--- config.mk ---
export PLATFORM = sky130hd
export DESIGN_NAME = mips_seq_divider
export DESIGN_NICKNAME = d
export VERILOG_FILES = /design/src/rtl/mips_seq_divider.sv
export SDC_FILE = /design/constraint.sdc
export NUM_CORES = 1
export LEC_CHECK = 0
export CORE_ASPECT_RATIO = 0.5
export CORE_MARGIN = 2
export CORE_UTILIZATION = 58
export CTS_BUF_LIST = sky130_fd_sc_hd__clkbuf_4 sky130_fd_sc_hd__clkbuf_8 sky130_fd_sc_hd__clkbuf_16
export DETAILED_ROUTE_END_ITERATION = 8
export GPL_TIMING_DRIVEN = 0
export PLACE_DENSITY = 0.87
export SYNTH_ARGS = -nofsm -noshare
export SYNTH_HDL_FRONTEND = slang
export SYNTH_SLANG_ARGS = --single-unit
--- constraint.sdc ---
create_clock -name clk -period 6.2 [get_ports clk]
set_clock_uncertainty 0.05 [all_clocks]
set_input_delay 0.93 -clock clk [delete_from_list [all_inputs] [get_ports clk]]
set_output_delay 0.93 -clock clk [all_outputs]
set_load 0.01 [all_outputs]
--- src/rtl/mips_seq_divider.sv ---
// Multi-cycle restoring divider for MIPS DIV/DIVU: one quotient bit per cycle, MSB first.
// Results land in HI/LO; divide by zero completes in one cycle with a flag.
module mips_seq_divider #(
    parameter int unsigned WIDTH = 32
) (
    input  logic             clk,
    input  logic             rst_n,
    input  logic             start,
    input  logic             is_signed,
    input  logic [WIDTH-1:0] dividend,
    input  logic [WIDTH-1:0] divisor,
    output logic             busy,
    output logic             done,
    output logic [WIDTH-1:0] lo,
    output logic [WIDTH-1:0] hi,
    output logic             div_by_zero
);

    localparam int unsigned CW = $clog2(WIDTH);

    typedef enum logic [1:0] {StIdle, StCalc, StDone} state_t;

    state_t           state_q, state_d;
    logic [CW-1:0]    count_q, count_d;
    logic [WIDTH-1:0] rem_q, rem_d;
    logic [WIDTH-1:0] quo_q, quo_d;
    logic [WIDTH-1:0] dvs_q, dvs_d;
    logic             q_neg_q, q_neg_d;
    logic             r_neg_q, r_neg_d;
    logic [WIDTH-1:0] lo_q, lo_d;
    logic [WIDTH-1:0] hi_q, hi_d;
    logic             dbz_q, dbz_d;

    logic             a_neg, b_neg;
    logic [WIDTH-1:0] a_mag, b_mag;
    logic [WIDTH-1:0] trial, diff;
    logic             carry_out, accept;

    assign a_neg = is_signed & dividend[WIDTH-1];
    assign b_neg = is_signed & divisor[WIDTH-1];
    assign a_mag = a_neg ? (WIDTH'(0) - dividend) : dividend;
    assign b_mag = b_neg ? (WIDTH'(0) - divisor) : divisor;

    // Trial subtraction as t + ~D + 1; carry_out = 1 means no borrow.
    assign trial = {rem_q[WIDTH-2:0], quo_q[WIDTH-1]};
    assign {carry_out, diff} = {1'b0, trial} + {1'b0, ~dvs_q} + {{WIDTH{1'b0}}, 1'b1};
    // rem_q[MSB] stands in for the shifted-out 33rd bit of t.
    assign accept = rem_q[WIDTH-1] | carry_out;

    always_comb begin
        state_d = state_q;
        count_d = count_q;
        rem_d   = rem_q;
        quo_d   = quo_q;
        dvs_d   = dvs_q;
        q_neg_d = q_neg_q;
        r_neg_d = r_neg_q;
        lo_d    = lo_q;
        hi_d    = hi_q;
        dbz_d   = dbz_q;
        unique case (state_q)
            StIdle: begin
                if (start) begin
                    quo_d   = a_mag;
                    dvs_d   = b_mag;
                    q_neg_d = a_neg ^ b_neg;
                    r_neg_d = a_neg;
                    rem_d   = '0;
                    count_d = '0;
                    if (divisor == '0) begin
                        lo_d    = '1;
                        hi_d    = dividend;
                        dbz_d   = 1'b1;
                        state_d = StDone;
                    end else begin
                        state_d = StCalc;
                    end
                end
            end
            StCalc: begin
                rem_d   = accept ? diff : trial;
                quo_d   = {quo_q[WIDTH-2:0], accept};
                count_d = count_q + 1'b1;
                if (count_q == CW'(WIDTH - 1)) begin
                    lo_d    = q_neg_q ? (WIDTH'(0) - quo_d) : quo_d;
                    hi_d    = r_neg_q ? (WIDTH'(0) - rem_d) : rem_d;
                    dbz_d   = 1'b0;
                    state_d = StDone;
                end
            end
            StDone: begin
                state_d = StIdle;
            end
            default: begin
                state_d = StIdle;
            end
        endcase
    end

    always_ff @(posedge clk or negedge rst_n) begin
        if (!rst_n) begin
            state_q <= StIdle;
            count_q <= '0;
            rem_q   <= '0;
            quo_q   <= '0;
            dvs_q   <= '0;
            q_neg_q <= 1'b0;
            r_neg_q <= 1'b0;
            lo_q    <= '0;
            hi_q    <= '0;
            dbz_q   <= 1'b0;
        end else begin
            state_q <= state_d;
            count_q <= count_d;
            rem_q   <= rem_d;
            quo_q   <= quo_d;
            dvs_q   <= dvs_d;
            q_neg_q <= q_neg_d;
            r_neg_q <= r_neg_d;
            lo_q    <= lo_d;
            hi_q    <= hi_d;
            dbz_q   <= dbz_d;
        end
    end

    assign busy        = (state_q == StCalc);
    assign done        = (state_q == StDone);
    assign lo          = lo_q;
    assign hi          = hi_q;
    assign div_by_zero = dbz_q;

endmodule

After elaboration in Yosys (flattened, before gate mapping)

Cells that the tools add are included.

Register bits: 170
Bits of input ports: 68
Output and inout bits: 67
Word-level logic and storage cells: 62

$add $sub $neg: 7
Eq/ne operators: 6
Muxes and demuxes: 27
Bitwise operators: 5
Reductions and logical operators: 7

Operators by type and width:

| operator              | number |
|---|---|
| $mux 32               | 13 |
| $pmux 32 s2           | 4 |
| $sub 1x32->32 const A | 4 |
| $add 32x32->33        | 1 |
| $add 33x1->33 const B | 1 |
| $logic_not 32->1      | 1 |
| $not 32->32           | 1 |
| $pmux 5 s2            | 1 |
| $mux 2                | 3 |
| $reduce_and 2->1      | 3 |
| $add 5x1->5 const B   | 1 |
| $eq 5x5->1 const B    | 1 |
| $mux 5                | 1 |
| $ne 2x2->1 const B    | 2 |
| $pmux 2 s2            | 1 |
| $reduce_and 4->1      | 1 |
| $mux 1                | 3 |
| $and 1x1->1           | 2 |
| $eq 2x1->1 const B    | 1 |
| $eq 2x2->1 const B    | 1 |
| $logic_not 2->1       | 1 |
| $ne 2x1->1 const B    | 1 |
| $pmux 1 s2            | 1 |
| $reduce_bool 2->1     | 1 |
| other kinds (2)       | 2 |

Logic depth before layout (Yosys ltp)

Gate-level depths: netlist of the first run.

Depth after elaboration: 9
Depth in mapped cells: 25
Gate-level depth less buffers: 20

Least setup slack after synthesis of the first run

Ideal clock, no wire load.

Path type: reg2reg
From: register quo_q[31]
To: register hi_q[20] (netlist: hi[20])
Setup time: 0.077 ns
Arrival: 5.134 ns
Required time: 6.073 ns
Setup slack: 0.939 ns
Stages on the path, launching flop included: 26
Path buffers: 5
Period minus slack after synthesis: 5.261 ns
Cell sequence: dfrtp_1 inv_1 ha_1 fa_1 nand2b_1 a21oi_1 o21ai_2 a2111oi_2 or2_1 buf_4 buf_2 buf_2 buf_2 buf_2 nand2_1 o21ai_0 ha_1 nand2_1 or3_1 nor3_1 a31oi_1 or3_1 o31ai_1 xor2_1 nand2_1 a21oi_1

Cells in the longest elaborated chain, start to end: 8

RTL lines:

| what                   | line | text |
|---|---|---|
| from (decl)            | 26   | `logic [WIDTH-1:0] quo_q, quo_d;` |
| from (signal assigned) | 116  | `quo_q <= quo_d;` |
| $add 32x32->33         | 46   | `assign {carry_out, diff} = {1'b0, trial} + {1'b0, ~dvs_q} + {{WIDTH{1'b0}}, 1'b1};` |
| $add 33x1->33          | 46   |  |
| $or 1x1->1             | 48   | `assign accept = rem_q[WIDTH-1] \| carry_out;` |
| $mux 32 (*)            | 81   | `rem_d = accept ? diff : trial;` |
| $sub 1x32->32          | 86   | `hi_d = r_neg_q ? (WIDTH'(0) - rem_d) : rem_d;` |
| $mux 32 (*)            | 86   |  |
| $mux 32 (*)            | 84   | `if (count_q == CW'(WIDTH - 1)) begin` |
| $pmux 32 s2 (*)        | 61   | `unique case (state_q)` |
| to (signal assigned)   | 121  | `hi_q <= hi_d;` |
| to (decl)              | 31   | `logic [WIDTH-1:0] hi_q, hi_d;` |

Every way passes the cells marked *; elsewhere a longest branch is shown, timed or not. The select of a mux whose other input is x is not followed.
A chain may end at the register's enable or synchronous reset.

Worst setup path in the final report of the first run

Same ends and word-level chain as after synthesis.

==> qor.csv, run 1 <==
metric,value,unit
status,"finished, final reports clean",
clk_latency,470,ps
holdBufCountCts,0,
diodes,0,
seqPwrFrac,0.214,
dpl_cell_area,13800,um2
path_cells,inv_1 -> ha_1 -> fa_1 -> nand2b_1 -> a21oi_4 -> o21ai_2 -> a2111oi_2 -> or2_1 -> buf_4 -> buf_4 -> buf_6 -> buf_4 -> nand2_1 -> o21ai_1 -> ha_2 -> nand2_1 -> or3_1 -> nor3_1 -> a31oi_2 -> or3_1 -> o31ai_2 -> xor2_1 -> nand2_1 -> a21oi_1,
powerDensity,698,nW/um2
io_buffers,134,
max_slew_margin,0.409,
critPathTopFamily,simple AND/OR/NAND/NOR gates,
worst-path-stages,24,
p_int,0.00473,W
yosys.area.top_type,dfrtp_1,
first_pass_iters,5,
syn_area,12100,um2
yosysSeqAreaShare,0.353,
drv_slew,0,
final_hold_viol_count,0,
r2r-end,hi[20],
fmax,167,MHz
drt_iter0_markers,1679,
cp.arrival,6330,ps
dp_hpwl,31900,um
die_h,106,um
regArea,4260,um2
p_leak,5.73,nW
drc_errors,0,
wl_per_cell,21.5,um
ant_nets,0,
place_congestion,0.980,
cpMaxStageDelayCell,dfrtp_2,
fill_cells,1636,
startpoint_type,flip-flop,
multi_input_area,7260,um2
synth_warnings,0,
num_vias,12400,
antenna_found_initial,0,
via_per_inst,6.42,
critPathBufInv,5,
routed_wl,41700,um
die_w,208,um
synth.top_cell.area_share,0.353,
drive_above_1_share,0.0566,
synth_area_leaders,"dfrtp_1 35%, o21ai_0 6.1%, nand2_1 6.0%, xor2_1 5.0%, a21oi_1 5.0%",
area_growth,19.1,%
utilization,0.702,
h-tree-depth,4,
grt_pass1_vias,11800,
rr_worst_depth,24,
combPwrFrac,0.679,
peakVddDrop,297,uV
avgSynthCellArea,8.05,um2
cts_made_buffers,17,
initial_core_util,0.589,
crit_type,flip-flop to flip-flop,
r2r-start,quo_q[31],
finalNetCount,1756,
async_reset_ff_frac,1.00,
critPathLaunch,quo_q[31],
grtUsageTotal,0.381,
post_cts_buffers,0,
setup_violations,0,
crit_path_end_kind,flip-flop,
rrSetupSlack,210,ps
postSynthCellCount,1497,
required,6540,ps
dieArea,22000,um2
clkSinkCount,170,
root_buffer,clkbuf_16,
rows,37,
synth_edf_count,0,
yosys_most_used_dff,dfrtp_1,
synth_seq_cells,170,
pwr-share-clk,0.107,
swShare,0.528,
ys_types,80,
place_ws,-461,ps
total_power,0.0100,W
grt_max_degree,91,
cts_buffer_depth,2,
tritoncts,done,
period_minus_slack,5990,ps
fin_crit_sh,0.967,
grt_overflow_total,0,
tightest_slew,887,ps
slowest_delay,450,ps
final_area,14400,um2
core,20500,um2
cp_max_fo,19,
cap_violations,0,
ios,135,
worst_slack,207,ps
switching_power,0.00530,W
hold_path.class,input port to asynchronous set/reset pin,
crit_end,hi[20],
grt_pass1_wl,65100,um
path_clk_slew,80,ps
rsz0062_at_grt,true,
synth_nets,1604,
how the worst min path moves through the flow:
stage	startpoint	end	slack (ps)	cells past startpoint
floorplan	state_q[1]	state_q[0]	380	1
global placement	state_q[1]	state_q[0]	390	1
detailed placement	state_q[1]	state_q[0]	400	1
CTS	state_q[1]	state_q[0]	420	1
global route	state_q[1]	state_q[0]	450	1
finish	rst_n	dvs_q[2]	400	1
power by group through the flow:
stage	Sequential, W	Clock, W	Combinational, W
detailed placement	0.00214	0	0.00653
global route	0.00220	0.00111	0.00742
CTS	0.00212	0.00107	0.00662
floorplan	0.00204	0	0.00450
finish	0.00215	0.00107	0.00680
global placement	0.00211	0	0.00637
worst reg2reg max path: stages, from the launching register on:
cell and delay, ps:
dfrtp_2 450, inv_1 70, ha_1 220, fa_1 400, nand2b_1 240, a21oi_4 240
o21ai_2 130, a2111oi_2 340, or2_1 150, buf_4 170, buf_4 240, buf_6 240
buf_4 240, nand2_1 70, o21ai_1 220, ha_2 300, nand2_1 50, or3_1 340
nor3_1 250, a31oi_2 210, or3_1 440, o31ai_2 280, xor2_1 200, nand2_1 170
a21oi_1 200
final cells by class:
| cell class | count | share of cell area |
|---|---|---|
| clock buffer | 20 | 0.0321 |
| tap | 273 | 0.0238 |
| multi-input combinational | 1184 | 0.505 |
| buffer | 92 | 0.0273 |
| timing repair buffer | 135 | 0.0956 |
| clock inverter | 12 | 0.00714 |
| sequential | 170 | 0.296 |
| inverter | 49 | 0.0128 |
state kept, by name, summed over array words and instances, names as in the netlist:
signal and flops:
dvs_q 32, hi 32, lo 32, quo_q 32, rem_q 32, count_q 5
state_q 2, div_by_zero 1, q_neg_q 1, r_neg_q 1
cells by family after synthesis:
| kind of cell | count (synthesis) | share of synthesized area |
|---|---|---|
| and+or+nand+nor | 509 | 0.197 |
| AOI/OAI and AO/OA | 482 | 0.247 |
| DFF | 170 | 0.353 |
| buffers and inverters | 143 | 0.0475 |
| xor gates and xnor gates | 133 | 0.0966 |
| adders and majority gates | 39 | 0.0411 |
| muxes | 21 | 0.0181 |
Yosys cell counts (23+ instances only):
library cell	instances
nand2_1	193
dfrtp_1	170
o21ai_0	148
nor2_1	135
a21oi_1	120
xor2_1	69
clkbuf_1	68
xnor2_1	64
a31oi_1	50
inv_1	45
ha_1	38
o22ai_1	29
nor3_1	28
or3_1	23
metal layers:
layer	vias up	wire, um	track usage
met2	702	18400	0.593
met4	0	1240	0.150
met5	-	0	0
li1	5693	-	-
met1	5947	17600	0.525
met3	87	4410	0.0786
layout by cell type (no fill, tap or decap), types with 28 or more instances in the layout:
cell type        netlist  routed
a21oi_1              120     119
a31oi_1               50      49
clkbuf_1              68      66
clkdlybuf4s50_1        0     133
dfrtp_1              170     169
ha_1                  38      37
inv_1                 45      45
nand2_1              193     193
nor2_1               135     135
nor3_1                28      28
o21ai_0              148     146
o22ai_1               29      29
xnor2_1               64      64
xor2_1                69      69
through the flow:
| step | setup TNS, ps | hold slack, ps | cells |
|---|---|---|---|
| 2_1_floorplan | 0 | 376 | 1497 |
| 3_3_place_gp | -453400 | 387 | 1904 |
| 3_5_place_dp | -1840 | 404 | 1905 |
| 4_1_cts | 0 | 415 | 1937 |
| 5_1_grt | -73.8 | 445 | 1935 |
| 6_report | 0 | 400 | 1935 |
what timing repair did:
item                                    4_1_cts  5_1_grt
hold endpoints to repair                      0        0
pin swaps                                     1        1
resized for setup                             8        5
endpoints found under the setup margin       11       10
No activity file was read; power rests on OpenSTA's default activity.
==> run 2: changes to the inputs <==
--- a/config.mk
+++ b/config.mk
@@ -7,11 +7,11 @@
 export LEC_CHECK = 0
 export CORE_ASPECT_RATIO = 0.5
 export CORE_MARGIN = 2
-export CORE_UTILIZATION = 58
+export CORE_UTILIZATION = 50
 export CTS_BUF_LIST = sky130_fd_sc_hd__clkbuf_4 sky130_fd_sc_hd__clkbuf_8 sky130_fd_sc_hd__clkbuf_16
 export DETAILED_ROUTE_END_ITERATION = 8
 export GPL_TIMING_DRIVEN = 0
-export PLACE_DENSITY = 0.87
+export PLACE_DENSITY = 0.77
 export SYNTH_ARGS = -nofsm -noshare
 export SYNTH_HDL_FRONTEND = slang
 export SYNTH_SLANG_ARGS = --single-unit
==> run 2 against run 1 <==
Effect of this change:
- count of clock-buffer cells in the layout down 3
- worst hold slack gained 22 ps
- power is 0.18% lower
- final area up 0.73%
- global-route usage shrank 4.8 points
- critical path type unchanged
==> qor.csv, run 2 (synthesized netlist as in run 1, its figures left out) <==
metric,value,unit,change
status,"finished, final reports clean",,
grt_max_degree,94,,+3.3%
die_w,224,um,+7.6%
num_vias,12100,,-2.6%
tritoncts,done,,
antenna_found_initial,0,,unchanged
ant_nets,0,,unchanged
setup_violations,0,,unchanged
multi_input_area,7270,um2,+0.17%
peakVddDrop,263,uV,-11%
p_leak,5.74,nW,+0.28%
p_int,0.00475,W,+0.54%
timing.hold.ws,422,ps,+22.0 ps
crit_type,flip-flop to flip-flop,,
grt_pass1_vias,11700,,-0.78%
wl_per_cell,20.9,um,-2.8%
place_congestion,0.991,,+1.1%
dieArea,25400,um2,+16%
period_minus_slack,5910,ps,-79.5 ps
cts_made_buffers,17,,unchanged
utilization,0.607,,-0.0946
grtUsageTotal,0.333,,-0.0482
max_slew_margin,0.417,,+0.00842
initial_core_util,0.506,,-0.0831
hold_path.class,input port to asynchronous set/reset pin,,
cts_buffer_depth,2,,unchanged
finalNetCount,1756,,unchanged
fmax,169,MHz,+1.3%
routed_wl,41400,um,-0.66%
tns,0,ps,unchanged
drv_slew,0,,unchanged
dp_hpwl,32200,um,+0.99%
root_buffer,clkbuf_16,,
crit_path_end_kind,flip-flop,,
startpoint_type,flip-flop,,
required,6540,ps,about the same
clkSinkCount,170,,unchanged
cp.arrival,6260,ps,-70 ps
seqPwrFrac,0.213,,about the same
rows,40,,+8.1%
switching_power,0.00525,W,-0.81%
powerDensity,692,nW/um2,-0.90%
pwr-share-clk,0.112,,+0.005
fill_cells,2146,,+31%
path_clk_slew,80,ps,about the same
grt_overflow_total,0,,unchanged
grt_pass1_wl,65000,um,-0.13%
h-tree-depth,4,,unchanged
first_pass_iters,6,,+1
combPwrFrac,0.675,,-0.004
area_growth,20.0,%,
io_buffers,134,,unchanged
fin_crit_sh,0.954,,-0.0128
die_h,114,um,+7.4%
regArea,4260,um2,unchanged
diodes,0,,unchanged
clk_latency,470,ps,about the same
tightest_slew,875,ps,-12.6 ps
holdBufCountCts,0,,unchanged
cp_max_fo,19,,unchanged
rsz0062_at_grt,true,,
drive_above_1_share,0.0566,,unchanged
drt_iter0_markers,1152,,-31%
most-common-layout-cells,"193 x nand2_1, 169 x dfrtp_1, 145 x o21ai_0",,
swShare,0.525,,-0.00338
drc_errors,0,,unchanged
via_per_inst,6.12,,-4.7%
ios,135,,unchanged
core,23800,um2,+16%
final_common_cell,nand2_1,,
final_hold_viol_count,0,,unchanged
cap_violations,0,,unchanged
[run 2: area by class of cell]
type | count | share of cell area
repair buffers | 135 | 0.0949
inverters | 49 | 0.0127
clock buffers | 17 | 0.0294
clock inverters | 15 | 0.0123
multi-input cells | 1184 | 0.502
flip-flops and latches | 170 | 0.294
well taps | 315 | 0.0272
plain buffers | 92 | 0.0271
[run 2: per-stage QoR]
step	std cells	area (um2)	setup WS, ps	power [W]
floorplan	1497	12100	939	0.00655
global placement	1946	13800	-2670	0.00852
detailed placement	1947	13800	-508	0.00867
CTS	1979	14400	-30.9	0.00986
global route	1977	14500	-51.7	0.0108
finish	1977	14500	286	0.0100
[run 2: final timing paths]
check / startpoint / endpoint / slack (ps) / cells past startpoint
worst max-delay path: quo_q[31] / hi[20] / 290 / 24
worst min-delay path: rst_n / dvs_q[4] / 420 / 1
worst max register to register: quo_q[31] / hi[20] / 290 / 24
worst min register to register: state_q[1] / state_q[0] / 430 / 1
max in group asynchronous: rst_n / lo[10] / 4850 / 2
min in group clk: state_q[1] / state_q[0] / 430 / 1
[run 2: layer usage]
metal	vias to the layer above	wire length, um	track usage
met5	-	0	0
met4	0	1000	0.116
met3	76	3520	0.0757
met2	560	18300	0.522
met1	5781	18500	0.456
li1	5683	-	-
[run 2: power groups by stage]
| stage | sequential [W] | combinational, W | clock (W) |
|---|---|---|---|
| detailed placement | 0.00212 | 0.00655 | 0 |
| CTS | 0.00211 | 0.00662 | 0.00113 |
| floorplan | 0.00204 | 0.00450 | 0 |
| global placement | 0.00210 | 0.00642 | 0 |
| global route | 0.00219 | 0.00742 | 0.00118 |
| finish | 0.00213 | 0.00676 | 0.00112 |
[run 2: repair_timing]
item	4_1_cts	5_1_grt
pin swaps	0	2
setup buffers	0	0
cloned	0	0
gates resized for setup	6	9
setup endpoints to repair	13	13
[run 2: critical path: stages (launching register included)]
cell and delay [ps]:
dfrtp_2 430, inv_1 60, ha_1 220, fa_1 400, nand2b_1 230, a21oi_4 270, o21ai_2 140, a2111oi_4 320
or2_1 140, buf_4 170, buf_4 240, buf_6 230, buf_4 250, nand2_1 80, o21ai_1 200, ha_2 280
nand2_1 50, or3_1 350, nor3_2 200, a31oi_2 180, or3_1 430, o31ai_1 330, xor2_1 190, nand2_1 160
a21oi_1 210
